===== config.mk =====
export PLATFORM = sky130hd
export DESIGN_NAME = periph_tx_arbiter
export DESIGN_NICKNAME = d
export VERILOG_FILES = /design/src/rtl/uif_pkg.sv /design/src/rtl/arb_out_fifo.sv /design/src/rtl/periph_tx_arbiter.sv
export SDC_FILE = /design/constraint.sdc
export NUM_CORES = 1
export LEC_CHECK = 0
export CAP_MARGIN = 20
export CORE_ASPECT_RATIO = 0.75
export CORE_MARGIN = 8
export CORE_UTILIZATION = 45
export CTS_BUF_LIST = sky130_fd_sc_hd__clkbuf_2
export DETAILED_ROUTE_END_ITERATION = 10
export GPL_ROUTABILITY_DRIVEN = 0
export PLACE_DENSITY = 0.88
export SLEW_MARGIN = 20
export SYNTH_ARGS = -nofsm -noshare
export SYNTH_HDL_FRONTEND = slang
export SYNTH_SLANG_ARGS = --single-unit

===== constraint.sdc =====
create_clock -name clk -period 4.38 [get_ports clk]
set_clock_uncertainty 0.1 [all_clocks]
set_input_delay 0.876 -clock clk [delete_from_list [all_inputs] [get_ports clk]]
set_output_delay 0.876 -clock clk [all_outputs]
set_load 0.02 [all_outputs]

===== src/rtl/uif_pkg.sv =====
`default_nettype none
// ============================================================================
// Module      : uif_pkg
// Description : Shared definitions for the USB interface slice: word width,
//               arbiter state encoding and the round-robin pick helper.
// Revision    : 1.0 - initial release
// ============================================================================
package uif_pkg;

    localparam int USB_WORD_W = 32;
    localparam int RR_MAX_REQ = 8;
    localparam int RR_IDX_W   = 3;

    typedef enum logic [0:0] {
        IDLE  = 1'b0,
        BURST = 1'b1
    } arb_state_t;

    // First requester after 'last' in round-robin order among 'num'
    // requesters (num is a power of two); returns 'last' when nobody asks.
    function automatic logic [RR_IDX_W-1:0] rr_next(
        input logic [RR_MAX_REQ-1:0] req,
        input logic [RR_IDX_W-1:0]   last,
        input int                    num
    );
        logic [RR_IDX_W-1:0] pick;
        logic [RR_IDX_W-1:0] idx;
        logic                found;
        pick  = last;
        found = 1'b0;
        for (int i = 1; i <= RR_MAX_REQ; i++) begin
            idx = (last + RR_IDX_W'(i)) & RR_IDX_W'(num - 1);
            if (!found && (i <= num) && req[idx]) begin
                pick  = idx;
                found = 1'b1;
            end
        end
        return pick;
    endfunction

endpackage
`default_nettype wire


===== src/rtl/arb_out_fifo.sv =====
`default_nettype none
// ============================================================================
// Module      : arb_out_fifo
// Description : Small synchronous output FIFO that decouples peripheral read
//               latency from the downstream consumer. Head reads as zero
//               while the FIFO is empty.
// Revision    : 1.0 - initial release
// ============================================================================
module arb_out_fifo
    import uif_pkg::*;
#(
    parameter int  WIDTH   = USB_WORD_W,
    parameter int  DEPTH   = 4,
    localparam int C_PTR_W = $clog2(DEPTH),
    localparam int C_CNT_W = $clog2(DEPTH + 1)
) (
    input  logic               clk,
    input  logic               rst,
    input  logic               i_push,
    input  logic [WIDTH-1:0]   i_push_data,
    input  logic               i_pop,
    output logic [C_CNT_W-1:0] o_count,
    output logic [WIDTH-1:0]   o_head
);

    logic [WIDTH-1:0]   r_mem [DEPTH];
    logic [C_PTR_W-1:0] r_wr_ptr;
    logic [C_PTR_W-1:0] r_rd_ptr;
    logic [C_CNT_W-1:0] r_count;
    logic               w_push;
    logic               w_pop;

    // A pop on an empty FIFO is dropped so the pointers stay consistent
    assign w_pop  = i_pop && (r_count != '0);
    assign w_push = i_push && (r_count != C_CNT_W'(DEPTH));

    // Pointer and occupancy bookkeeping
    always_ff @(posedge clk) begin
        if (!rst) begin
            r_wr_ptr <= '0;
            r_rd_ptr <= '0;
            r_count  <= '0;
        end else begin
            if (w_push) begin
                r_wr_ptr <= r_wr_ptr + C_PTR_W'(1);
            end
            if (w_pop) begin
                r_rd_ptr <= r_rd_ptr + C_PTR_W'(1);
            end
            case ({w_push, w_pop})
                2'b10:   r_count <= r_count + C_CNT_W'(1);
                2'b01:   r_count <= r_count - C_CNT_W'(1);
                default: r_count <= r_count;
            endcase
        end
    end

    // Storage is not reset; stale entries are hidden by the empty mask below
    always_ff @(posedge clk) begin
        if (w_push) begin
            r_mem[r_wr_ptr] <= i_push_data;
        end
    end

    assign o_count = r_count;
    assign o_head  = (r_count != '0) ? r_mem[r_rd_ptr] : '0;

endmodule
`default_nettype wire


===== src/rtl/periph_tx_arbiter.sv =====
`default_nettype none
// ============================================================================
// Module      : periph_tx_arbiter
// Description : Round-robin drain of up to eight peripheral TX FIFOs into a
//               single stream of ID-tagged 32-bit words for the FT601
//               controller. Bursts of up to MAX_BURST words per grant.
// Revision    : 1.0 - initial release
// ============================================================================
module periph_tx_arbiter
    import uif_pkg::*;
#(
    parameter int  NUM_PERIPHS = 8,
    parameter int  MAX_BURST   = 16,
    localparam int ID_W        = $clog2(NUM_PERIPHS),
    localparam int PAYLOAD_W   = USB_WORD_W - ID_W
) (
    input  logic                             clk,
    input  logic                             rst,
    input  logic [NUM_PERIPHS-1:0]           periph_empty,
    output logic [NUM_PERIPHS-1:0]           periph_rd,
    input  logic [NUM_PERIPHS*PAYLOAD_W-1:0] periph_data,
    output logic                             periph_data_available,
    input  logic                             read_periph_data,
    output logic [USB_WORD_W-1:0]            periph_word,
    output logic [ID_W-1:0]                  active_periph
);

    localparam int C_BUF_DEPTH = 4;
    localparam int C_BCNT_W    = 8;

    arb_state_t            r_state;
    arb_state_t            w_next_state;
    logic [ID_W-1:0]       r_grant;
    logic [ID_W-1:0]       r_last_grant;
    logic [ID_W-1:0]       r_inflight_id;
    logic [ID_W-1:0]       w_scan_grant;
    logic [C_BCNT_W-1:0]   r_burst_cnt;
    logic [C_BCNT_W-1:0]   w_burst_cnt_inc;
    logic                  r_inflight;
    logic                  w_any_req;
    logic                  w_rd_en;
    logic                  w_burst_done;
    logic                  w_pop;
    logic [RR_MAX_REQ-1:0] w_req_ext;
    logic [2:0]            w_buf_count;
    logic [3:0]            w_level;
    logic [PAYLOAD_W-1:0]  w_payload [NUM_PERIPHS];
    logic [USB_WORD_W-1:0] w_push_word;

    generate
        for (genvar gi = 0; gi < NUM_PERIPHS; gi++) begin : g_unpack
            assign w_payload[gi] = periph_data[gi*PAYLOAD_W +: PAYLOAD_W];
        end
    endgenerate

    // Round-robin scan starting just after the last completed grant
    always_comb begin
        w_req_ext                  = '0;
        w_req_ext[NUM_PERIPHS-1:0] = ~periph_empty;
        w_scan_grant = ID_W'(rr_next(w_req_ext, RR_IDX_W'(r_last_grant), NUM_PERIPHS));
    end

    assign w_any_req = ~&periph_empty;

    // Read gate uses registered buffer level only, so the consumer's read
    // strobe never reaches periph_rd combinationally.
    assign w_level = 4'(w_buf_count) + 4'(r_inflight);
    assign w_rd_en = (r_state == BURST)
                  && !periph_empty[r_grant]
                  && (r_burst_cnt < C_BCNT_W'(MAX_BURST))
                  && (w_level < 4'(C_BUF_DEPTH));

    // Ending on the read that fills the burst avoids an extra idle cycle
    assign w_burst_cnt_inc = r_burst_cnt + C_BCNT_W'(w_rd_en);
    assign w_burst_done    = periph_empty[r_grant]
                          || (w_burst_cnt_inc >= C_BCNT_W'(MAX_BURST));

    // State register
    always_ff @(posedge clk) begin
        if (!rst) begin
            r_state <= IDLE;
        end else begin
            r_state <= w_next_state;
        end
    end

    // Next-state logic
    always_comb begin
        w_next_state = r_state;
        case (r_state)
            IDLE:    if (w_any_req)    w_next_state = BURST;
            BURST:   if (w_burst_done) w_next_state = IDLE;
            default: w_next_state = IDLE;
        endcase
    end

    // Output decode: one-hot read strobe toward the granted peripheral
    always_comb begin
        periph_rd = '0;
        if (w_rd_en) begin
            periph_rd[r_grant] = 1'b1;
        end
    end

    // Grant, burst counter and in-flight tracking
    always_ff @(posedge clk) begin
        if (!rst) begin
            r_grant       <= '0;
            r_last_grant  <= ID_W'(NUM_PERIPHS - 1);
            r_burst_cnt   <= '0;
            r_inflight    <= 1'b0;
            r_inflight_id <= '0;
        end else begin
            r_inflight    <= w_rd_en;
            r_inflight_id <= r_grant;
            if ((r_state == IDLE) && w_any_req) begin
                r_grant     <= w_scan_grant;
                r_burst_cnt <= '0;
            end
            if (r_state == BURST) begin
                r_burst_cnt <= w_burst_cnt_inc;
                if (w_burst_done) begin
                    r_last_grant <= r_grant;
                end
            end
        end
    end

    assign w_push_word = {r_inflight_id, w_payload[r_inflight_id]};
    assign w_pop       = read_periph_data && periph_data_available;

    arb_out_fifo #(
        .WIDTH (USB_WORD_W),
        .DEPTH (C_BUF_DEPTH)
    ) u_out_fifo (
        .clk         (clk),
        .rst         (rst),
        .i_push      (r_inflight),
        .i_push_data (w_push_word),
        .i_pop       (w_pop),
        .o_count     (w_buf_count),
        .o_head      (periph_word)
    );

    assign periph_data_available = (w_buf_count != '0);
    assign active_periph         = r_grant;

endmodule
`default_nettype wire

==> run_results.csv <==
group,metric,value,unit
worst_setup_path,worstSetupPathType,"in2out",
global_route,track_usage,21.7,%
layout,syn2layout_area_growth,39.2,%
global_route,overflow,0,
floorplan,initial_core_util,45.9,%
power_and_ir_drop,powerDensity,438,nW/um^2
worst_setup_path,cp-end-kind,"output port",
sta,hold_viol,0,
power_and_ir_drop,internal_power,3.50,mW
yosys,syn_nets,847,
sta,clock.fmax,246,MHz
power_and_ir_drop,clock_power_share,16.1,%
cts,cts_buffers,17,
detailed_routing,routed_via_density,5.79,
sta,worst_pin_slew,0.933,ns
floorplan,die_h,138,um
sta,fin_hold_ws,0.423,ns
layout,regArea,4410,um^2
cts,worstSkewPairLatency,0.71,ns
cts,cts_tree,"yes",
sta,finalSetupViolations,0,
yosys,synth_area_leaders,"edfxtp_1, mux4_2, dfxtp_1",
yosys,ys_seq_elements,156,
global_route,grt_pass1_wl,39300,um
detailed_routing,num_vias,6614,
min_path,hold_path_end,"r_burst_cnt[3]",
detailed_routing,routed_wl,27000,um
layout,drive_above_1_share,22.1,%
sta,setup_slack,0.314,ns
sta,rsz0062_at_grt,"false",
power_and_ir_drop,netSwitchingPower,1.91,mW
yosys,synth_top_cell_by_area,"edfxtp_1",
floorplan,rows,44,
yosys,synthFlopType,"edfxtp_1",
cts,cts-root-buf,"clkbuf_2",
yosys,avgSynthCellArea,14.9,um^2
power_and_ir_drop,combinationalPowerShare,47.5,%
min_path,min_from,"r_burst_cnt[3]",
power_and_ir_drop,p_seq_share,36.5,%
worst_setup_path,crit_required,3.40,ns
detailed_routing,drc_errors,0,
worst_setup_path,worst_setup_path_start_kind,"primary input",
detailed_routing,dr.pass1.iters,5,
sta,setup-tns-final,0,ns
cts,cts_buffer_depth,2,
yosys,ys_types,62,
sta,slew-limit-headroom,37.8,%
worst_setup_path,r2r-start,"r_last_grant[1]",
placement,post_dp_cell_area,12000,um^2
yosys,synth_edf_count,128,
min_path,min_path_cells,2,
layout,final_core_util,63.9,%
global_route,grt_max_degree,58,
sta,period_share,92.8,%
cts,clkTransAtPathRegs,0.22,ns
cts,clock_sinks,156,
yosys,yosysWarnings,0,
sta,period_minus_slack,4.07,ns
floorplan,die-area,24500,um^2
sta,slew_violations,0,
placement,dp_hpwl,20500,um
placement,portBuffers,286,
detailed_routing,routedWlPerCell,23.6,um
job,drv_cap,0,
global_route,grt_pass1_vias,6652,
yosys,synth_area,8870,um^2
layout,nets,1129,
yosys,synthArstFlopShare,0,%
min_path,holdCritPathClass,"reg2reg",
yosys,seq_area_frac_synth,49.7,%
layout,multi_input_area,4230,um^2
worst_setup_path,cp_max_fo,4,
floorplan,die_x,178,um
status,status,"finished clean",
power_and_ir_drop,leakagePower,4.22,nW
worst_setup_path,rrSetupSlack,0.74,ns
cts,htreeDepth,4,
worst_setup_path,reg2reg_to,"active_periph[1]",
detailed_routing,antenna_left,0,
yosys,syn_inst,594,
yosys,netlist.area_leader.share,43.4,%
layout,fin_area,12300,um^2
floorplan,core_area,19300,um^2
global_route,antenna_found_initial,1,
layout,n_fill_cell,1397,
power_and_ir_drop,vdd_drop_max,248,uV
detailed_routing,drt_iter0_markers,583,
power_and_ir_drop,swShare,35.3,%
floorplan,ios,287,
placement,pre_cts_ws,0.0196,ns
worst_setup_path,cp.arrival,3.09,ns
worst_setup_path,reg2reg_depth,9,
==> worst max-delay path by stage <==
stage                          start               to  slack (ns)  cells past startpoint
floorplan            periph_empty[3]  r_last_grant[2]        0.80                     13
global placement     periph_empty[3]     periph_rd[4]        0.07                      9
detailed placement   periph_empty[2]     periph_rd[0]        0.02                      9
CTS                 active_periph[0]     periph_rd[1]        0.03                      8
global route         periph_empty[2]     periph_rd[4]        0.14                      9
finish               periph_empty[2]     periph_rd[4]        0.31                      9
==> placed cells by master, fill, tap and decap left out, types with 14 or more instances in the layout <==
cell type          n
clkdlybuf4s50_1  278
edfxtp_1         128
mux4_2            94
and2_1            43
mux2_2            35
nor2_1            27
dfxtp_1           23
nand2_1           21
clkbuf_2          20
mux2i_1           19
buf_4             19
a21oi_1           14
==> synth_stat cells (3+ instances only) <==
cell type    n
edfxtp_1   128
mux4_2      94
and2_1      43
mux2_2      35
clkbuf_1    30
dfxtp_1     28
nor2_1      27
nand2_1     21
mux2i_1     19
a21oi_1     14
inv_1       13
nor3_1      11
o21ai_0     11
ha_1         9
buf_2        8
nor2b_1      7
and3_1       6
buf_1        6
nand2b_1     6
nand3_1      6
nand3b_1     5
a31oi_1      4
o211ai_1     4
o31ai_1      4
xnor2_1      4
a311oi_1     3
o221a_2      3
xor2_1       3
==> routing by layer <==
layer  GRT usage (%)  wire length, um
met5               0                0
met1            26.3            10900
met2            37.7            13600
met3            5.97             2050
met4            6.10              420
==> metrics by stage <==
| step | total power, mW | instances |
|---|---|---|
| after floorplan | 3.59 | 594 |
| after global placement | 4.51 | 1109 |
| after detailed placement | 4.56 | 1109 |
| after CTS | 5.43 | 1140 |
| after global routing | 5.68 | 1142 |
| final | 5.41 | 1142 |
==> kinds of logic (layout without fill, tap and decap cells) <==
logic type	count (synthesis)	count (layout)	synth area share (%)
compound gates	69	69	5.79
flops	156	156	49.7
simple gates	141	141	8.65
xor+xnor	9	9	1.06
fa+ha+maj	10	10	1.50
mux	150	150	30.7
other cells	0	1	0
buf+inv	59	353	2.61
==> power groups by stage <==
| stage | Sequential (mW) | Combinational [mW] | Clock, mW |
|---|---|---|---|
| after floorplan | 1.90 | 1.69 | 0 |
| after global placement | 2.02 | 2.49 | 0 |
| after detailed placement | 2.03 | 2.53 | 0 |
| after CTS | 2.00 | 2.54 | 0.892 |
| after global routing | 2.00 | 2.74 | 0.945 |
| final | 1.97 | 2.57 | 0.869 |
==> worst max-delay path, stage by stage <==
cell and delay [ns]:
clkdlybuf4s50_1 0.42, mux2_2 0.27, a221oi_1 0.29, o21ai_1 0.18
a311oi_1 0.28, buf_4 0.16, nand2_1 0.10, nor3_1 0.16
dlygate4sd2_1 0.35
==> flip-flops by register name, summed over array words and instances, names as in the netlist, named ones only <==
name,count
active_periph,3
r_burst_cnt,8
r_inflight,1
r_inflight_id,3
r_last_grant,3
r_state,1
u_out_fifo.o_count,3
u_out_fifo.r_mem,128
u_out_fifo.r_rd_ptr,2
u_out_fifo.r_wr_ptr,2
==> final cells by class <==
class,instances,share of cell area (%)
sequential,156,35.7
multi-input combinational,379,34.3
timing repair buffer,307,24.8
tap,253,2.56
clock inverter,11,1.36
clock buffer,20,0.811
inverter,15,0.456
antenna,1,0.0203
==> timing repair <==
item / CTS / global route
hold buffers: 0 / 0
gates resized for setup: 2 / 7
buffers inserted: 0 / 0
hold endpoints to repair: 0 / 0
setup endpoints to repair: 2 / 6
Note: power is estimated with default switching activity, not from simulation.
==> RTL edit (config.mk and constraints unchanged) <==
Change the localparam `C_BCNT_W` from 8 to 6.
--- a/src/rtl/periph_tx_arbiter.sv
+++ b/src/rtl/periph_tx_arbiter.sv
@@ -26,7 +26,7 @@
 );
 
     localparam int C_BUF_DEPTH = 4;
-    localparam int C_BCNT_W    = 8;
+    localparam int C_BCNT_W    = 6;
 
     arb_state_t            r_state;
     arb_state_t            w_next_state;
Formal check against the unedited RTL: same outputs for any inputs over 4 cycles, from zero or initial values and one cycle with rst low; that may be too few to reach the edited logic, so the function may still have changed.
==> RTL edit against the unedited design <==
Sequential cell count down 2. Synthesized area down 2.3%. Routed wire length down 8.8%. Setup slack worse by 0.093 ns. Global-route usage down 1.2 points. Synthesized cell count down 6.9%. First-iteration DRC count down 27%. Design area down 2.5%. Total power down 3.6%. Worst hold slack better by 0.019 ns. Highest routed layer unchanged.
==> RTL edit: results <==
metrics = {
    "final_layout": {
        "antenna_cells_inserted": 0,
        "nonClkBufAreaFrac_pct": 24.8,
        "signal_buffers": 301,
        "multiInputCombCellCount": 347,
        "clock_tree_area_fraction_pct": 2.05,
        "sh_seq_area_pct": 36.4,
        "drive_above_1_share_pct": 22.8,
        "area_growth_syn_to_layout_pct": 39.0,
        "num-fill-cells": 1407,
        "inv_count": 11,
    },
    "global_route": {
        "use_met1_pct": 26.4,
        "grt_start_max_net_pins": 35,
        "first_global_vias": 6548,
        "initial_antenna_violation_count": 0,
        "grt.met2_usage_pct": 35.6,
        "global_route.usage.met3_pct": 5.05,
        "grt_pass1_wl_mm": 37.7,
    },
    "drt": {
        "wire_length_on_met2_mm": 12.4,
        "wl_met3_mm": 1.52,
        "drt-total-wl_mm": 24.6,
        "detail_route.wirelength.met1_mm": 10.5,
        "detailedRoute.firstIterationViolations": 424,
        "post_drt_wl_per_cell_um": 22.4,
    },
    "logic_synthesis": {
        "synth-seq-cells": 154,
        "syn-mean-instance-area_um2": 15.7,
        "synth_nets": 806,
        "synthTopCellsByArea": "edfxtp_1, mux4_2, dfxtp_1, mux2_2, and2_1",
    },
    "placement": {
        "area_of_placed_instances_um2": 11800,
    },
    "timing": {
        "tightest_slew_ns": 0.999,
    },
    "clock_network": {
        "clk_transition_reported_paths_ns": 0.20,
    },
    "power": {
        "irDropWorstVdd_mv": 0.226,
        "cellLeakagePower_nw": 3.93,
    },
    "status": {
        "status": "finished, final reports clean",
    },
    "setup_path": {
        "cp.arrival_ns": 3.18,
        "rrSetupSlack_ns": 0.90,
    },
    "worst_hold_path": {
        "min_to": "u_out_fifo.o_count[2]",
        "hp-start": "u_out_fifo.o_count[2]",
    },
}
RTL edit: cell count changes after synthesis, moves of 4 or more:
cell | unedited run | this run
a21oi_1 | 14 | 2
and2_1 | 43 | 52
mux2_2 | 35 | 31
mux2i_1 | 19 | 12
nor2_1 | 27 | 14
nor3_1 | 11 | 7
o21ai_0 | 11 | 16
RTL edit: kinds of logic (layout without fill, tap and decap cells):
kind of cell | after synthesis | in the layout | share of synthesized area [%]
adder cells (fa/ha/maj) | 10 | 10 | 1.53
AO/OA/AOI/OAI | 49 | 49 | 4.22
flip-flops | 154 | 154 | 50.4
XOR/XNOR | 10 | 10 | 1.01
AND/OR/NAND/NOR | 134 | 134 | 8.61
buffers and inverters | 52 | 344 | 2.67
multiplexers | 144 | 144 | 31.5
RTL edit: power breakdown:
group	internal, W	switching, W	total (W)	leakage [nW]
sequential	0.00180	0.000176	0.00198	1.38
clock	0.000322	0.000472	0.000795	0.152
combinational	0.00129	0.00115	0.00244	2.40
